**src/rtl/fifo_write_ctl.sv**
```systemverilog
// fifo_write_ctl: write-side controller of a dual-clock FIFO.
// Holds the binary/Gray write pointer pair, brings the read-domain Gray
// pointer across with a two-flop synchronizer, and produces registered
// full, almost-full, fill level and sticky overflow status.
module fifo_write_ctl #(
    parameter int A_SIZE    = 4,
    parameter int AF_THRESH = 12
) (
    input  logic              wclk,
    input  logic              wrst,
    input  logic              wen,
    input  logic              ovf_clr,
    input  logic [A_SIZE:0]   rptr,
    output logic [A_SIZE-1:0] waddr,
    output logic [A_SIZE:0]   wptr,
    output logic              full,
    output logic              almost_full,
    output logic [A_SIZE:0]   wlevel,
    output logic              overflow
);

    // Threshold resized to the pointer width; legal values 1..2^A_SIZE fit.
    localparam logic [A_SIZE:0] AF_LIMIT = (A_SIZE + 1)'(AF_THRESH);

    // Registered state
    logic [A_SIZE:0] bin_reg;
    logic [A_SIZE:0] gray_reg;
    logic [A_SIZE:0] wq1_reg;
    logic [A_SIZE:0] wq2_reg;
    logic            full_reg;
    logic            almost_full_reg;
    logic [A_SIZE:0] wlevel_reg;
    logic            overflow_reg;

    // Next-state values
    logic            winc;
    logic [A_SIZE:0] bin_next;
    logic [A_SIZE:0] gray_next;
    logic [A_SIZE:0] rbin;
    logic [A_SIZE:0] full_pattern;
    logic [A_SIZE:0] level_next;
    logic            full_next;
    logic            almost_full_next;
    logic            overflow_next;

    // A write is only accepted while not full; a rejected write leaves the
    // pointers (and therefore the RAM address) untouched.
    assign winc      = wen & ~full_reg;
    assign bin_next  = bin_reg + {{A_SIZE{1'b0}}, winc};
    assign gray_next = (bin_next >> 1) ^ bin_next;

    // Gray-to-binary conversion of the synchronized read pointer:
    // each binary bit is the XOR of all Gray bits at or above it.
    generate
        for (genvar gi = 0; gi <= A_SIZE; gi++) begin : g_rbin
            assign rbin[gi] = ^wq2_reg[A_SIZE:gi];
        end
    endgenerate

    // Full when the next write pointer is exactly one lap ahead of the
    // read pointer: in Gray code that means the two MSBs are inverted and
    // the remaining bits match. This stays correct across both the address
    // wrap and the extra-lap-bit wrap.
    assign full_pattern = {~wq2_reg[A_SIZE:A_SIZE-1], wq2_reg[A_SIZE-2:0]};
    assign full_next    = (gray_next == full_pattern);

    // Fill level against a read pointer that is at least two cycles old,
    // so it can only over-report the occupancy, never under-report it.
    assign level_next       = bin_next - rbin;
    assign almost_full_next = (level_next >= AF_LIMIT);

    // Overflow is sticky; a new overflow on the same edge as a clear wins.
    always_comb begin
        overflow_next = overflow_reg;
        if (ovf_clr) begin
            overflow_next = 1'b0;
        end
        if (wen && full_reg) begin
            overflow_next = 1'b1;
        end
    end

    // Write pointer pair: binary for the RAM address, Gray for the read side.
    always_ff @(posedge wclk or posedge wrst) begin
        if (wrst) begin
            bin_reg  <= '0;
            gray_reg <= '0;
        end else begin
            bin_reg  <= bin_next;
            gray_reg <= gray_next;
        end
    end

    // Two-flop synchronizer for the read-domain Gray pointer.
    always_ff @(posedge wclk or posedge wrst) begin
        if (wrst) begin
            wq1_reg <= '0;
            wq2_reg <= '0;
        end else begin
            wq1_reg <= rptr;
            wq2_reg <= wq1_reg;
        end
    end

    // Registered status flags and fill level.
    always_ff @(posedge wclk or posedge wrst) begin
        if (wrst) begin
            full_reg        <= 1'b0;
            almost_full_reg <= 1'b0;
            wlevel_reg      <= '0;
            overflow_reg    <= 1'b0;
        end else begin
            full_reg        <= full_next;
            almost_full_reg <= almost_full_next;
            wlevel_reg      <= level_next;
            overflow_reg    <= overflow_next;
        end
    end

    assign waddr       = bin_reg[A_SIZE-1:0];
    assign wptr        = gray_reg;
    assign full        = full_reg;
    assign almost_full = almost_full_reg;
    assign wlevel      = wlevel_reg;
    assign overflow    = overflow_reg;

endmodule

```
**config.mk**
```make
export PLATFORM = sky130hd
export DESIGN_NAME = fifo_write_ctl
export DESIGN_NICKNAME = d
export VERILOG_FILES = /design/src/rtl/fifo_write_ctl.sv
export SDC_FILE = /design/constraint.sdc
export NUM_CORES = 1
export LEC_CHECK = 0
export CELL_PAD_IN_SITES_DETAIL_PLACEMENT = 2
export CELL_PAD_IN_SITES_GLOBAL_PLACEMENT = 2
export CORE_MARGIN = 1.5
export CORE_UTILIZATION = 36
export DETAILED_ROUTE_END_ITERATION = 10
export DONT_BUFFER_PORTS = 1
export GPL_ROUTABILITY_DRIVEN = 1
export PLACE_DENSITY = 0.81
export REMOVE_ABC_BUFFERS = 1
export SLEW_MARGIN = 20
export SYNTH_ARGS = -nofsm -noshare
export SYNTH_HDL_FRONTEND = slang
export SYNTH_SLANG_ARGS = --single-unit
```
**constraint.sdc**
```tcl
create_clock -name wclk -period 2.8 [get_ports wclk]
set_clock_uncertainty 0.05 [all_clocks]
set_input_delay 0.84 -clock wclk [delete_from_list [all_inputs] [get_ports wclk]]
set_output_delay 0.84 -clock wclk [all_outputs]
set_load 0.005 [all_outputs]
```
======== Word level (Yosys, flattened, before mapping) ========
Index checks and enable logic that the tools add are counted.
W data, S select, Z words.
word-level totals
  register bits after elaboration ......... 28
  input bits .............................. 9
  output and inout bits ................... 17
  logic and storage cells ................. 24
cells by class
  add/sub/neg operators ................... 2
  $lt $le $gt $ge ......................... 1
  equality and inequality tests ........... 1
  muxes and demuxes ....................... 2
  bitwise gates (word level) .............. 4
  reduce and logical (&&, ||, !) cells .... 6
operator list
  kind                  count
  $add A5 B1 Y5         1
  $eq A5 B5 Y1          1
  $ge A5 B4 Y1 const B  1
  $reduce_xor A5 Y1     1
  $sub A5 B5 Y5         1
  $xor A4 B5 Y5         1
  $reduce_xor A4 Y1     1
  $reduce_xor A3 Y1     1
  $mux W1               2
  $not A2 Y2            1
  $reduce_bool A2 Y1    1
  $reduce_xor A2 Y1     1
  $and A1 B1 Y1         1
  $logic_and A1 B1 Y1   1
  $not A1 Y1            1

======== Logic depth before layout (Yosys ltp) ========
Gate-level depths: netlist (run 1).
  depth after elaboration ................. 5
  gate-level depth with buffers ........... 10
  depth with buffers taken out ............ 10

======== Worst setup path after synthesis (run 1) ========
OpenSTA, ideal clock, no wires.
  path type ............................... input to register
  start point ............................. in wen
  end point ............................... reg almost_full_reg (netlist: almost_full)
  setup time .............................. 126 ps
  arrival time ............................ 2849 ps
  required time ........................... 2624 ps
  slack ................................... -225 ps
  stages .................................. 8
  buffers on the path ..................... 0
  cells stage by stage .................... nor2b_1 and2_1 ha_1 fa_1 maj3_2 a21oi_2 xnor2_1 a311o_1
between the ends
  longest elaborated chain between the ends .. 4
ends and longest elaborated chain
  element               RTL line  source
  start, declared       11        input logic wen,
  $and A1 B1 Y1         48        assign winc = wen & ~full_reg;
  $add A5 B1 Y5         49        assign bin_next = bin_reg + {{A_SIZE{1'b0}}, winc};
  via bin_next[1]       37        logic [A_SIZE:0] bin_next;
  $sub A5 B5 Y5         69        assign level_next = bin_next - rbin;
  via level_next[4]     41        logic [A_SIZE:0] level_next;
  $ge A5 B4 Y1          70        assign almost_full_next = (level_next >= AF_LIMIT);
  via almost_full_next  43        logic almost_full_next;
  end signal, assigned  114       almost_full_reg <= almost_full_next;
  end, declared         31        logic almost_full_reg;
The timed path passes the listed nets, and every way through them passes these cells.
A chain may end at the register's enable or synchronous reset.

======== Worst setup path after layout (run 1) ========
  start point ............................. reg wq2_reg[2]
  end point ............................... reg almost_full_reg (netlist: almost_full)
between the ends
  longest elaborated chain between the ends .. 3
  elaborated cells between the ends (all ways) .. 5
  those cells by class .................... add/sub: 1; order compare: 1; reduce/logical: 3
ends and longest elaborated chain
  element                                    RTL line  source
  start, declared                            29        logic [A_SIZE:0] wq2_reg;
  start signal, assigned                     101       wq2_reg <= wq1_reg;
  $reduce_xor A5 Y1 (tied with other cells)  56        assign rbin[gi] = ^wq2_reg[A_SIZE:gi];
  $sub A5 B5 Y5 (*)                          69
  via level_next[4]                          41
  $ge A5 B4 Y1 (*)                           70
  via almost_full_next                       43
Mark *: on every way through the listed nets, which the timed path passes. The rest lies on a longest branch.

==> results.sh, run 1 <==
export IMPL_groute_usage_overall_pct=16.53
export IMPL_drive_gt1_share_pct=27.00
export IMPL_grt_first_pass_wirelength_um=4091
export IMPL_grt_max_degree=28
export IMPL_synth_avg_cell_area_um2=14.03
export IMPL_crit_chain="xnor3_2, xor2_2, xnor2_1, ha_1, inv_1, fa_2, maj3_2, a21oi_4, xnor2_2, a311o_1"
export IMPL_gp_congestion=0.7279
export IMPL_ys_seq_elements=27
export IMPL_synth_top_family_by_area="XOR/XNOR gates"
export IMPL_path_clk_slew_ns=0.13
export IMPL_endpoint_kind="flop"
export IMPL_final_cells=144
export IMPL_synth_seq_area_share_pct=59.47
export IMPL_grt_setup_unrepaired="yes"
export IMPL_dieHeight_um=59.18
export IMPL_finalNetCount=115
export IMPL_reg2reg_from="wq2_reg[2]"
export IMPL_ys_types=25
export IMPL_dr_wl_met3_um=106
export IMPL_drt_iter0_drc=5
export IMPL_cp_top_family="XOR/XNOR gates"
export IMPL_synth_compound_area_share_pct=4.185
export IMPL_tightest_slew_ns=0.9515
export IMPL_routed_top_layer="met4"
export IMPL_vias=677
export IMPL_mappedNetlistArea_um2=1136
export IMPL_clockRootBuffer="clkbuf_4"
export IMPL_synth_top_cell_area_share_pct=59.47
export IMPL_dp_hpwl_um=1720
export IMPL_placed_area_um2=1281
export IMPL_nFillCells=305
export IMPL_fin_ws_ns=-0.007391
export IMPL_powerDensity_nw_per_um2=1301
export IMPL_crit_type="reg2reg"
export IMPL_slew_viol_final=0
export IMPL_status="finished with violations"
export IMPL_grt_ovfl_total=0
export IMPL_port_buffers=0
export IMPL_synth_top_area_cell="dfrtp_1"
export IMPL_irDropWorstVdd_mv=0.4737
export IMPL_slowest_delay_ns=0.46
export IMPL_synth_warnings=0
export IMPL_hp_class="reg2reg"
export IMPL_synth_simple_gate_area_share_pct=6.608
export IMPL_route_detailed_drc=0
export IMPL_synth_area_leaders="dfrtp_1 (59%), xor2_1 (8.5%), xnor2_1 (6.2%)"
export IMPL_post_route_period_util_pct=100.3
export IMPL_insertion_delay_ns=0.32
export IMPL_wl_per_cell_um=17.29
export IMPL_path_max_fanout=2
export IMPL_slowest_stage="xnor3_2"
export IMPL_grt_pass1_vias=792
export IMPL_antenna_left=0
export IMPL_synthXorXnorAreaFrac_pct=20.59
export IMPL_fp_dieW_um=59.18
export IMPL_cts_made_buffers=3
export IMPL_fin_hold_ws_ns=0.3164
export IMPL_arrival_ns=2.97
export IMPL_layout_common_cells="dfrtp_1 (27), buf_4 (15), xor2_1 (10), xnor2_1 (7), inv_1 (5)"
export IMPL_setup_viol=1
export IMPL_final_common_cell="dfrtp_1"
export IMPL_viasPerCell=4.701
export IMPL_min_from="wq1_reg[3]"
export IMPL_hold_path_end="wq2_reg[3]"
export IMPL_met2_wirelength_um=1363
export IMPL_violations="negative setup slack"
export IMPL_rows=20
export IMPL_maxSlewHeadroom_pct=36.17
export IMPL_initial_core_util_pct=37.52
export IMPL_power_mw=1.764
export IMPL_crit_path_start_kind="flop"
export IMPL_crit_buf_inv=1
export IMPL_cts_sinks=27
export IMPL_p_leak_nw=0.6081
export IMPL_dieArea_um2=3502
export IMPL_area_delta_synth_final_pct=19.27
export IMPL_drt_total_wl_um=2490
export IMPL_max_freq_mhz=356.2
export IMPL_min_path_cells=0
export IMPL_fp_coreArea_um2=3028
export IMPL_drt_met1_wl_um=967
export IMPL_first_pass_iters=2
export IMPL_dpl_cell_count=137
export IMPL_hold_viol=0
export IMPL_syn_inst=81
export IMPL_clockBufferDepth=2
export IMPL_finalCriticalPeriod_ns=2.807
export IMPL_io_pins=26
export IMPL_antenna_found_initial=0
export IMPL_cts_tree="built"
export IMPL_reg2reg_to="almost_full"
export IMPL_synthAdderAreaFrac_pct=7.159
export IMPL_regToRegSetupSlack_ns=-0.007
export IMPL_r2r_cells=10
export IMPL_maxCapViolCount=0
export IMPL_n_antenna_cell=0
export IMPL_synthMuxAreaShare_pct=0
export IMPL_fin_area_um2=1355
export IMPL_cts_max_level=1
export IMPL_critPathRequiredTime_ns=2.96
[area by class of cell]
cell class              count  area (µm²)  share of cell area [%]
flip-flops and latches     27       675.6                   49.86
multi-input cells          48       462.9                   34.16
repair buffers             15       112.6                   8.310
well taps                  44       55.05                   4.063
clock buffers               4       26.28                   1.939
inverters                   6       22.52                   1.662
[cell usage after synthesis]
| cell type | number |
|---|---|
| a21oi_1 | 1 |
| a21oi_2 | 1 |
| a221oi_1 | 1 |
| a311o_1 | 1 |
| and2_1 | 1 |
| and3b_1 | 1 |
| dfrtp_1 | 27 |
| fa_1 | 1 |
| ha_1 | 4 |
| inv_1 | 6 |
| maj3_2 | 1 |
| nand2_1 | 2 |
| nand2b_2 | 1 |
| nand3_1 | 3 |
| nand4_1 | 1 |
| nor2_1 | 1 |
| nor2b_1 | 1 |
| o21ai_0 | 2 |
| o21ai_1 | 1 |
| or3_1 | 2 |
| xnor2_1 | 8 |
| xnor2_2 | 1 |
| xnor3_2 | 1 |
| xor2_1 | 11 |
| xor2_4 | 1 |
[where the power goes]
group	internal, mW	switching, mW	leakage (nW)
clock	0.0558	0.107	0.0150
sequential	0.532	0.107	0.319
combinational	0.470	0.492	0.274
total	1.06	0.706	0.608
[worst max path at each step]
stage | depth (start not counted) | from | end
finish | 10 | wq2_reg[2] | almost_full
global route | 10 | wq2_reg[4] | almost_full
floorplan | 8 | wen | almost_full
CTS | 10 | wq2_reg[3] | almost_full
global placement | 10 | wen | almost_full
detailed placement | 10 | wen | almost_full
[logic make-up after synthesis]
family | Yosys count
and+or+nand+nor | 13
adders and majority gates | 6
AOI/OAI and AO/OA | 7
DFF | 27
xor gates and xnor gates | 22
buffers and inverters | 6
[metal layers]
layer,global-route usage [%],up-vias
met5,0,-
met4,6.818,0
met3,4.585,6
met2,30.32,24
met1,17.67,346
li1,-,301
[what timing repair did]
item / 4_1_cts / 5_1_grt
pin swaps: 3 / 3
buffers inserted: 2 / 1
endpoints found under the setup margin: 2 / 2
hold buffers: 0 / 0
resized for setup: 4 / 0
[stage by stage]
stage / setup TNS (ns) / utilization, % / setup WS [ns]
6_report: -0.007391 / 44.75 / -0.007391
5_1_grt: -0.1367 / 44.75 / -0.1367
4_1_cts: -0.003567 / 44.50 / -0.003567
3_5_place_dp: -0.4712 / 42.31 / -0.2697
3_3_place_gp: -0.2989 / 42.31 / -0.2176
2_1_floorplan: -0.2252 / - / -0.2252
(Power assumes the default switching activity.)
==> run 2: changes to the inputs <==
HOLD_SLACK_MARGIN = 0.05   (was not set)
==> results of run 2 <==
No change in the layout: final DEF, timing and power equal those of run 1.
==> run 3: changes to the inputs <==
CORE_UTILIZATION = 39   (was 36)
CTS_BUF_LIST = sky130_fd_sc_hd__clkbuf_8   (was not set)
HOLD_SLACK_MARGIN = 0.08   (was 0.05)
PLACE_DENSITY = 0.86   (was 0.81)
SKIP_LAST_GASP = 1   (was not set)
==> run 3 against run 2 <==
Final area is 1.3% higher; largest power group unchanged; total power is 2.4% higher; the flow now finishes without violations; cell count is 8.3% lower; non-clock buffer count is 1 higher; global-route usage is 0.27 points lower; hold slack worse by 0.0063 ns; clock power is 31% higher; setup slack better by 0.042 ns; combinational power is 0.7% lower.
==> results.sh, run 3 (synthesized netlist as in run 1, its figures left out) <==
export IMPL_finalNetCount=116
export IMPL_r2r_cells=10
export IMPL_drt_iter0_drc=17
export IMPL_path_max_fanout=2
export IMPL_drt_total_wl_um=2322
export IMPL_hold_viol=0
export IMPL_fp_dieW_um=56.97
export IMPL_gp_congestion=0.7065
export IMPL_cts_tree="built"
export IMPL_arrival_ns=2.88
export IMPL_layout_common_cells="dfrtp_1 (27), buf_4 (16), xor2_1 (9), xnor2_1 (7), inv_1 (6)"
export IMPL_grt_first_pass_wirelength_um=3864
export IMPL_antenna_found_initial=0
export IMPL_n_antenna_cell=0
export IMPL_path_clk_slew_ns=0.09
export IMPL_initial_core_util_pct=41.20
export IMPL_max_freq_mhz=361.5
export IMPL_grt_max_degree=28
export IMPL_tightest_slew_ns=0.9427
export IMPL_clockBufferDepth=2
export IMPL_post_route_period_util_pct=98.78
export IMPL_powerDensity_nw_per_um2=1316
export IMPL_area_delta_synth_final_pct=20.82
export IMPL_dieHeight_um=56.97
export IMPL_irDropWorstVdd_mv=0.7025
export IMPL_groute_usage_overall_pct=16.26
export IMPL_finalCriticalPeriod_ns=2.766
export IMPL_wl_per_cell_um=17.59
export IMPL_critPathRequiredTime_ns=2.91
export IMPL_rows=19
export IMPL_fp_coreArea_um2=2758
export IMPL_grt_setup_unrepaired="yes"
export IMPL_vias=650
export IMPL_grt_pass1_vias=820
export IMPL_grt_ovfl_total=0
export IMPL_port_buffers=0
export IMPL_status="finished, final reports clean"
export IMPL_setup_viol=0
export IMPL_fin_hold_ws_ns=0.3101
export IMPL_drive_gt1_share_pct=28.71
export IMPL_cts_max_level=1
export IMPL_fin_ws_ns=0.03412
export IMPL_insertion_delay_ns=0.27
export IMPL_first_pass_iters=4
export IMPL_cts_made_buffers=3
export IMPL_maxCapViolCount=0
export IMPL_hp_class="reg2reg"
export IMPL_crit_path_start_kind="flop"
export IMPL_final_common_cell="dfrtp_1"
export IMPL_cts_sinks=27
export IMPL_post_route_util_pct=49.77
export IMPL_min_path_cells=0
export IMPL_viasPerCell=4.924
export IMPL_p_leak_nw=0.6264
export IMPL_maxSlewHeadroom_pct=36.76
export IMPL_dieArea_um2=3246
export IMPL_placed_area_um2=1280
export IMPL_dp_slack_ns=-0.2512
export IMPL_clockRootBuffer="clkbuf_8"
export IMPL_dp_hpwl_um=1628
export IMPL_endpoint_kind="flop"
export IMPL_io_pins=26
export IMPL_route_detailed_drc=0
export IMPL_slew_viol_final=0
export IMPL_antenna_left=0
export IMPL_hold_buffers=0
export IMPL_crit_type="reg2reg"
export IMPL_fin_area_um2=1373
run 3: final timing paths:
kind	startpoint	to	slack, ns
min reg2reg	wq1_reg[2]	wq2_reg[2]	0.31
max in group asynchronous	wrst	wptr[1]	1.77
min in group asynchronous	wrst	wq1_reg[0]	0.49
max	wq2_reg[2]	almost_full	0.03
min	wq1_reg[2]	wq2_reg[2]	0.31
max reg2reg	wq2_reg[2]	almost_full	0.03
run 3: critical path, cell delays in order (launching register included):
cell     delay, ns
dfrtp_1       0.37
xnor3_2       0.47
xor2_2        0.18
xnor2_1       0.16
ha_1          0.18
inv_1         0.07
fa_2          0.35
maj3_2        0.32
a21oi_4       0.15
xnor2_2       0.09
a311o_1       0.28
run 3: final cells by class:
class,instances,area (µm²)
multi-input combinational,48,470.5
fill,258,1385
clock inverter,1,3.754
inverter,6,22.52
tap,31,38.79
timing repair buffer,16,120.1
sequential,27,675.6
clock buffer,3,41.29
run 3: routing by layer:
| metal | part of all wire [%] | GRT usage [%] | up-vias |
|---|---|---|---|
| met5 | 0 | 0 | - |
| met4 | 1.2 | 5.980 | 0 |
| met3 | 5.9 | 3.175 | 3 |
| met2 | 56 | 29.06 | 27 |
| met1 | 37 | 19.37 | 319 |
| li1 | - | - | 301 |
run 3: repair_timing:
item,CTS,global route
endpoints found under the setup margin,1,2
pin swaps,5,2
buffers inserted,1,1
gates resized for setup,4,1
run 3: stage by stage:
| stage | setup TNS, ns | power [mW] | cells |
|---|---|---|---|
| 2_1_floorplan | -0.2252 | 1.193 | 81 |
| 3_3_place_gp | -0.3024 | 1.473 | 126 |
| 3_5_place_dp | -0.4958 | 1.535 | 126 |
| 4_1_cts | 0 | 1.819 | 131 |
| 5_1_grt | -0.09700 | 1.971 | 132 |
| 6_report | 0 | 1.806 | 132 |
run 3: report_power, final:
part           internal, mW  total, mW  switching, mW
Sequential            0.533      0.638          0.105
Combinational         0.482      0.955          0.473
Clock                0.0983      0.213          0.115
